## config.mk

```make
export PLATFORM = sky130hd
export DESIGN_NAME = fetch_unit
export DESIGN_NICKNAME = d
export VERILOG_FILES = /design/src/rtl/fetch_unit.sv
export SDC_FILE = /design/constraint.sdc
export NUM_CORES = 1
export LEC_CHECK = 0
export ABC_AREA = 0
export CELL_PAD_IN_SITES_DETAIL_PLACEMENT = 1
export CELL_PAD_IN_SITES_GLOBAL_PLACEMENT = 1
export CORE_MARGIN = 2
export CORE_UTILIZATION = 25
export CTS_CLUSTER_DIAMETER = 200
export DETAILED_ROUTE_END_ITERATION = 10
export PLACE_DENSITY = 0.75
export SYNTH_ARGS = -nofsm -noshare
export SYNTH_HDL_FRONTEND = slang
export SYNTH_SLANG_ARGS = --single-unit
```

## constraint.sdc

```tcl
create_clock -name clk -period 3.69 [get_ports clk]
set_input_delay 0.369 -clock clk [delete_from_list [all_inputs] [get_ports clk]]
set_output_delay 0.369 -clock clk [all_outputs]
set_load 0.05 [all_outputs]
```

## src/rtl/fetch_unit.sv

```systemverilog
// Instruction fetch stage: owns the PC, issues instruction memory reads and
// loads the IF/ID pipeline register. Redirects (exception, branch, jump)
// replace the PC and squash any response that arrives in the same cycle.
module fetch_unit #(
    parameter logic [31:0] RESET_PC   = 32'h0040_0000,
    parameter logic [31:0] EXC_VECTOR = 32'h8000_0180
) (
    input  logic        clk,
    input  logic        reset,
    input  logic        stall,
    input  logic        branch_taken,
    input  logic [31:0] branch_target,
    input  logic        jump,
    input  logic [25:0] jump_index,
    input  logic        exception,
    output logic        imem_req,
    output logic [31:0] imem_addr,
    input  logic        imem_ready,
    input  logic [31:0] imem_rdata,
    output logic        ifid_valid,
    output logic [31:0] ifid_instr,
    output logic [31:0] ifid_pc,
    output logic [31:0] ifid_pcplus4,
    output logic        misaligned,
    output logic [31:0] fetch_count
);

    typedef enum logic {
        IDLE  = 1'b0,
        FETCH = 1'b1
    } state_t;

    state_t      state_q, state_d;
    logic [31:0] pc_q, pc_d;
    logic        ifid_valid_q, ifid_valid_d;
    logic [31:0] ifid_instr_q, ifid_instr_d;
    logic [31:0] ifid_pc_q, ifid_pc_d;
    logic [31:0] ifid_pcplus4_q, ifid_pcplus4_d;
    logic        misaligned_q, misaligned_d;
    logic [31:0] fetch_count_q, fetch_count_d;

    logic        redirect;
    logic [31:0] redirect_target;
    logic        accept;

    // Redirect selection: exception always wins; branch and jump are only
    // honoured when decode is not stalled.
    always_comb begin
        redirect        = 1'b0;
        redirect_target = '0;
        if (exception) begin
            redirect        = 1'b1;
            redirect_target = EXC_VECTOR;
        end else if (!stall && branch_taken) begin
            redirect        = 1'b1;
            redirect_target = branch_target;
        end else if (!stall && jump) begin
            redirect        = 1'b1;
            redirect_target = {ifid_pcplus4_q[31:28], jump_index, 2'b00};
        end
    end

    assign imem_req = (state_q == FETCH) && !stall;
    assign accept   = imem_req && imem_ready && !redirect;

    // Next-state computation for the PC, IF/ID register and counters.
    always_comb begin
        state_d        = FETCH;
        pc_d           = pc_q;
        ifid_valid_d   = ifid_valid_q;
        ifid_instr_d   = ifid_instr_q;
        ifid_pc_d      = ifid_pc_q;
        ifid_pcplus4_d = ifid_pcplus4_q;
        misaligned_d   = 1'b0;
        fetch_count_d  = fetch_count_q;
        if (redirect) begin
            pc_d         = {redirect_target[31:2], 2'b00};
            ifid_valid_d = 1'b0;
            misaligned_d = |redirect_target[1:0];
        end else if (accept) begin
            ifid_instr_d   = imem_rdata;
            ifid_pc_d      = pc_q;
            ifid_pcplus4_d = pc_q + 32'd4;
            ifid_valid_d   = 1'b1;
            pc_d           = pc_q + 32'd4;
            fetch_count_d  = fetch_count_q + 32'd1;
        end else if (imem_req) begin
            // Wait state: insert a bubble, PC holds.
            ifid_valid_d = 1'b0;
        end
    end

    // State registers with synchronous reset.
    always_ff @(posedge clk) begin
        if (reset) begin
            state_q        <= IDLE;
            pc_q           <= RESET_PC;
            ifid_valid_q   <= 1'b0;
            ifid_instr_q   <= '0;
            ifid_pc_q      <= '0;
            ifid_pcplus4_q <= '0;
            misaligned_q   <= 1'b0;
            fetch_count_q  <= '0;
        end else begin
            state_q        <= state_d;
            pc_q           <= pc_d;
            ifid_valid_q   <= ifid_valid_d;
            ifid_instr_q   <= ifid_instr_d;
            ifid_pc_q      <= ifid_pc_d;
            ifid_pcplus4_q <= ifid_pcplus4_d;
            misaligned_q   <= misaligned_d;
            fetch_count_q  <= fetch_count_d;
        end
    end

    assign imem_addr    = pc_q;
    assign ifid_valid   = ifid_valid_q;
    assign ifid_instr   = ifid_instr_q;
    assign ifid_pc      = ifid_pc_q;
    assign ifid_pcplus4 = ifid_pcplus4_q;
    assign misaligned   = misaligned_q;
    assign fetch_count  = fetch_count_q;

endmodule

```

Word-level counts from Yosys, hierarchy flattened

Cells that the tools add are included.

Flip-flop bits (word level): 163
Input port bits: 97
Output and inout port bits: 163
Logic and storage cells: 36

$add $sub $neg: 2
Mux-type cells: 11
Bitwise logic cells: 1
Reductions and logical operators: 13

Operators by type and width:

| operator              | count |
|---|---|
| $mux 32               | 5 |
| $add 32x1->32 const B | 1 |
| $add 32x3->32 const B | 1 |
| $mux 1                | 6 |
| $reduce_or 2->1       | 3 |
| $logic_and 1x1->1     | 5 |
| $reduce_bool 2->1     | 2 |
| $logic_not 1->1       | 2 |
| $reduce_and 2->1      | 1 |
| $not 1->1             | 1 |

Logic depth before layout (Yosys ltp)

Depth in word-level cells: 9
Depth in mapped cells: 8
Gate-level depth less buffers: 6

Worst setup path before layout

Ideal clock, no wire load.

Path type: reg2reg
From: register pc_q[10], in the netlist imem_addr[10]
To: register pc_q[27], in the netlist imem_addr[27]
Setup time: 0.116 ns
Arrival time: 2.441 ns
Path slack: 1.133 ns
Cell stages (with the launch flop): 8
Path buffers: 2
Clock period less this slack: 2.557 ns
Cell sequence: dfxtp_1 buf_2 nand4_2 or4_4 buf_6 nor3_2 mux2_2 o211a_1

Longest elaborated chain between the ends: 3

RTL lines:

| what                   | line | RTL |
|---|---|---|
| start, declared        | 34   | `logic [31:0] pc_q, pc_d;` |
| start signal, assigned | 106  | `pc_q <= pc_d;` |
| $add 32x3->32          | 85   | `pc_d = pc_q + 32'd4;` |
| $mux 32                | 80   | `end else if (accept) begin` |
| $mux 32                | 76   | `if (redirect) begin` |

No other way between the ends. The select of a mux whose other input is x is not followed.
A chain may end at the register's enable or synchronous reset.

Worst setup path after layout

From: input stall
To: output imem_req

Longest elaborated chain between the ends: 2

RTL lines:

| what              | line | RTL |
|---|---|---|
| start, declared   | 10   | `input logic stall,` |
| $logic_not 1->1   | 63   | `assign imem_req = (state_q == FETCH) && !stall;` |
| $logic_and 1x1->1 | 63   |  |
| end, declared     | 16   | `output logic imem_req,` |

No other way between the ends.

==> impl_metrics.json <==
{
  "area_growth_pct": 47.8,
  "cts.reportedPaths.clkPinSlew_ns": 0.06,
  "arrival_ns": 2.36,
  "row_count": 62,
  "critPathMostFrequentCell": "clkdlybuf4s50_1",
  "drt-vias-per-instance": 4.93,
  "cts_hold_buf": 0,
  "max_stage_delay_ns": 0.94,
  "path_buf_inv": 2,
  "io_pins": 260,
  "hold_slack_ns": 0.380,
  "synth-edff-count": 0,
  "required_ns": 3.32,
  "rsz0062_at_grt": "no",
  "end_kind": "output pin",
  "initial_core_util": 0.253,
  "vias": 7508,
  "cp_top_family": "buffers and inverters",
  "dp.cells": 1491,
  "p_seq_frac": 0.433,
  "die-width_um": 174,
  "path_class": "in -> out",
  "fin_skew_ns": 0.00924,
  "pwr-share-comb": 0.099,
  "pre_cts_slack_ns": 0.736,
  "finalCriticalPeriod_ns": 2.73,
  "cts_resized": 0,
  "syn_area_per_cell_um2": 7.94,
  "ys_types": 65,
  "tns_ns": 0,
  "crit_fanout": 12,
  "root_buffer": "clkbuf_16",
  "async_flop_share": 0,
  "layout.nets": 1225,
  "internal-power_mw": 2.99,
  "detail-route-antenna-nets": 0,
  "grt_max_degree": 96,
  "p_per_area_nw_per_um2": 376,
  "syn-cell-area_um2": 7230,
  "cts.sinks": 157,
  "grt_pass1_vias": 7772,
  "remaining_drc_errors": 0,
  "setup_violations": 0,
  "drive_gt1_frac": 0.0579,
  "route.final.wire_length_mm": 28.1,
  "synth_top_cell_area_share": 0.435,
  "yosysWarnings": 0,
  "worstPathCellList": "clkdlybuf4s50_1 > nor2b_1 > clkdlybuf4s50_1",
  "gp_congestion": 0.767,
  "multi_input_area_um2": 3730,
  "p_clk_frac": 0.467,
  "track_usage": 0.183,
  "synth_top_cell_by_area": "dfxtp_1",
  "fp.dieArea_um2": 30300,
  "overflow": 0,
  "hpwl_mm": 20.1,
  "core-area_um2": 28600,
  "numCtsBuffers": 17,
  "fin_crit_sh": 0.740,
  "clockBufferDepth": 2,
  "fillerInstances": 3359,
  "max_slew_margin": 0.281,
  "final_cells": 1524,
  "grt_antenna_before_repair": 4,
  "cts_tree": "done",
  "synth-main-ff-cell": "dfxtp_1",
  "numPortBuffers": 253,
  "seq_area_um2": 3140,
  "clk_latency_ns": 0.43,
  "synth_seq_cells": 157,
  "post_cts_buffers": 0,
  "leakage_nw": 3.52,
  "setup_ws_ns": 0.960,
  "start_kind": "input port",
  "syn_inst": 910,
  "ir_drop_mv": 0.240,
  "die_h_um": 174,
  "htree_levels": 4,
  "postLayoutCoreUtil": 0.373,
  "first_iter_violations": 399,
  "switching_share": 0.256,
  "wire_per_inst_um": 18.4,
  "yosysSeqAreaShare": 0.435,
  "hp-class": "in -> reg",
  "switching_power_mw": 1.03,
  "grt_pass1_wl_mm": 43.9,
  "status": "finished, final reports clean",
  "drv_slew": 0,
  "finalHoldViolCount": 0,
  "slowest_stage": "clkdlybuf4s50_1",
  "dr.pass1.iters": 4,
  "maxClockFrequency_ghz": 0.366,
  "tightest_slew_ns": 1.08,
  "cap_violations": 0,
  "synth_area_leaders": "dfxtp_1, nand2_1, a21oi_1"
}
## through the flow
| stage | power (mW) | instance area (um^2) |
|---|---|---|
| 3_3_place_gp | 2.17 | 10100 |
| 6_report | 4.01 | 10700 |
| 4_1_cts | 4.06 | 10700 |
| 5_1_grt | 4.17 | 10700 |
| 3_5_place_dp | 2.18 | 10100 |
| 2_1_floorplan | 1.97 | 7250 |
## registers in the layout (all words and copies together), names as in the netlist
signal,count
ifid_pcplus4,30
misaligned,1
imem_addr,30
fetch_count,32
ifid_instr,32
ifid_pc,30
ifid_valid,1
state_q,1
## final cells by class
cell class	instances	area share
Clock inverter	12	0.0149
Sequential cell	157	0.294
Multi-Input combinational cell	667	0.349
Clock buffer	20	0.0427
Timing Repair Buffer	269	0.249
Tap cell	384	0.0450
Inverter	14	0.00492
Antenna cell	1	0.000234
## path summary, 6_finish.rpt
check / startpoint / slack, ns / depth (start not counted) / endpoint
min reg2reg: ifid_instr[10]$_SDFFE_PP0P_ / 0.45 / 2 / ifid_instr[10]$_SDFFE_PP0P_
min: reset / 0.38 / 2 / ifid_pc[29]$_SDFFE_PP0P_
max reg2reg: imem_addr[9]$_SDFFE_PP0P_ / 1.26 / 5 / imem_addr[27]$_SDFFE_PP0P_
max: stall / 0.96 / 3 / imem_req
## layout by cell type, fill, tap and decap left out, types with 4 or more instances in the layout
| cell | count |
|---|---|
| clkdlybuf4s50_1 | 251 |
| o32ai_1 | 5 |
| inv_1 | 14 |
| a31oi_1 | 4 |
| or3_1 | 8 |
| a211oi_1 | 16 |
| o21ai_0 | 34 |
| xnor2_1 | 28 |
| nor2_1 | 75 |
| nor3_1 | 17 |
| nand3_1 | 20 |
| buf_4 | 16 |
| xor2_1 | 23 |
| conb_1 | 6 |
| dfxtp_1 | 157 |
| and4_1 | 7 |
| nand4_1 | 23 |
| or4_1 | 8 |
| and3_1 | 9 |
| a22oi_1 | 19 |
| o211ai_1 | 7 |
| a21oi_1 | 106 |
| o32a_1 | 4 |
| nor4_1 | 6 |
| clkbuf_16 | 17 |
| a22o_1 | 7 |
| nand2_1 | 177 |
## metal layers
metal	share of wire	GRT usage	vias up
met5	0.00096	0	-
met4	0.020	0.0518	4
met3	0.073	0.0641	39
met2	0.47	0.303	207
met1	0.44	0.223	3651
li1	-	-	3607
## logic make-up after synthesis
| kind of cell | synth area share |
|---|---|
| muxes | 0.00571 |
| and+or+nand+nor | 0.244 |
| buffers and inverters | 0.0542 |
| AOI/OAI and AO/OA | 0.196 |
| other | 0.000519 |
| DFF | 0.435 |
| xor gates and xnor gates | 0.0618 |
| adders and majority gates | 0.00346 |
## power groups by stage
stage	Clock, mW	Sequential [mW]	Combinational [mW]
3_3_place_gp	0	1.78	0.396
2_1_floorplan	0	1.82	0.151
4_1_cts	1.92	1.74	0.403
6_report	1.88	1.74	0.399
3_5_place_dp	0	1.78	0.401
5_1_grt	2.00	1.74	0.425
## synth_stat cells (16+ instances only)
cell type,instances
nor3_1,17
dfxtp_1,157
nor2_1,76
a22oi_1,19
xnor2_1,28
buf_2,16
nand4_1,23
a21oi_1,106
o21ai_0,35
clkbuf_1,52
nand3_1,20
xor2_1,23
nand2_1,178
a211oi_1,16
No activity file was read; power rests on OpenSTA's default activity.
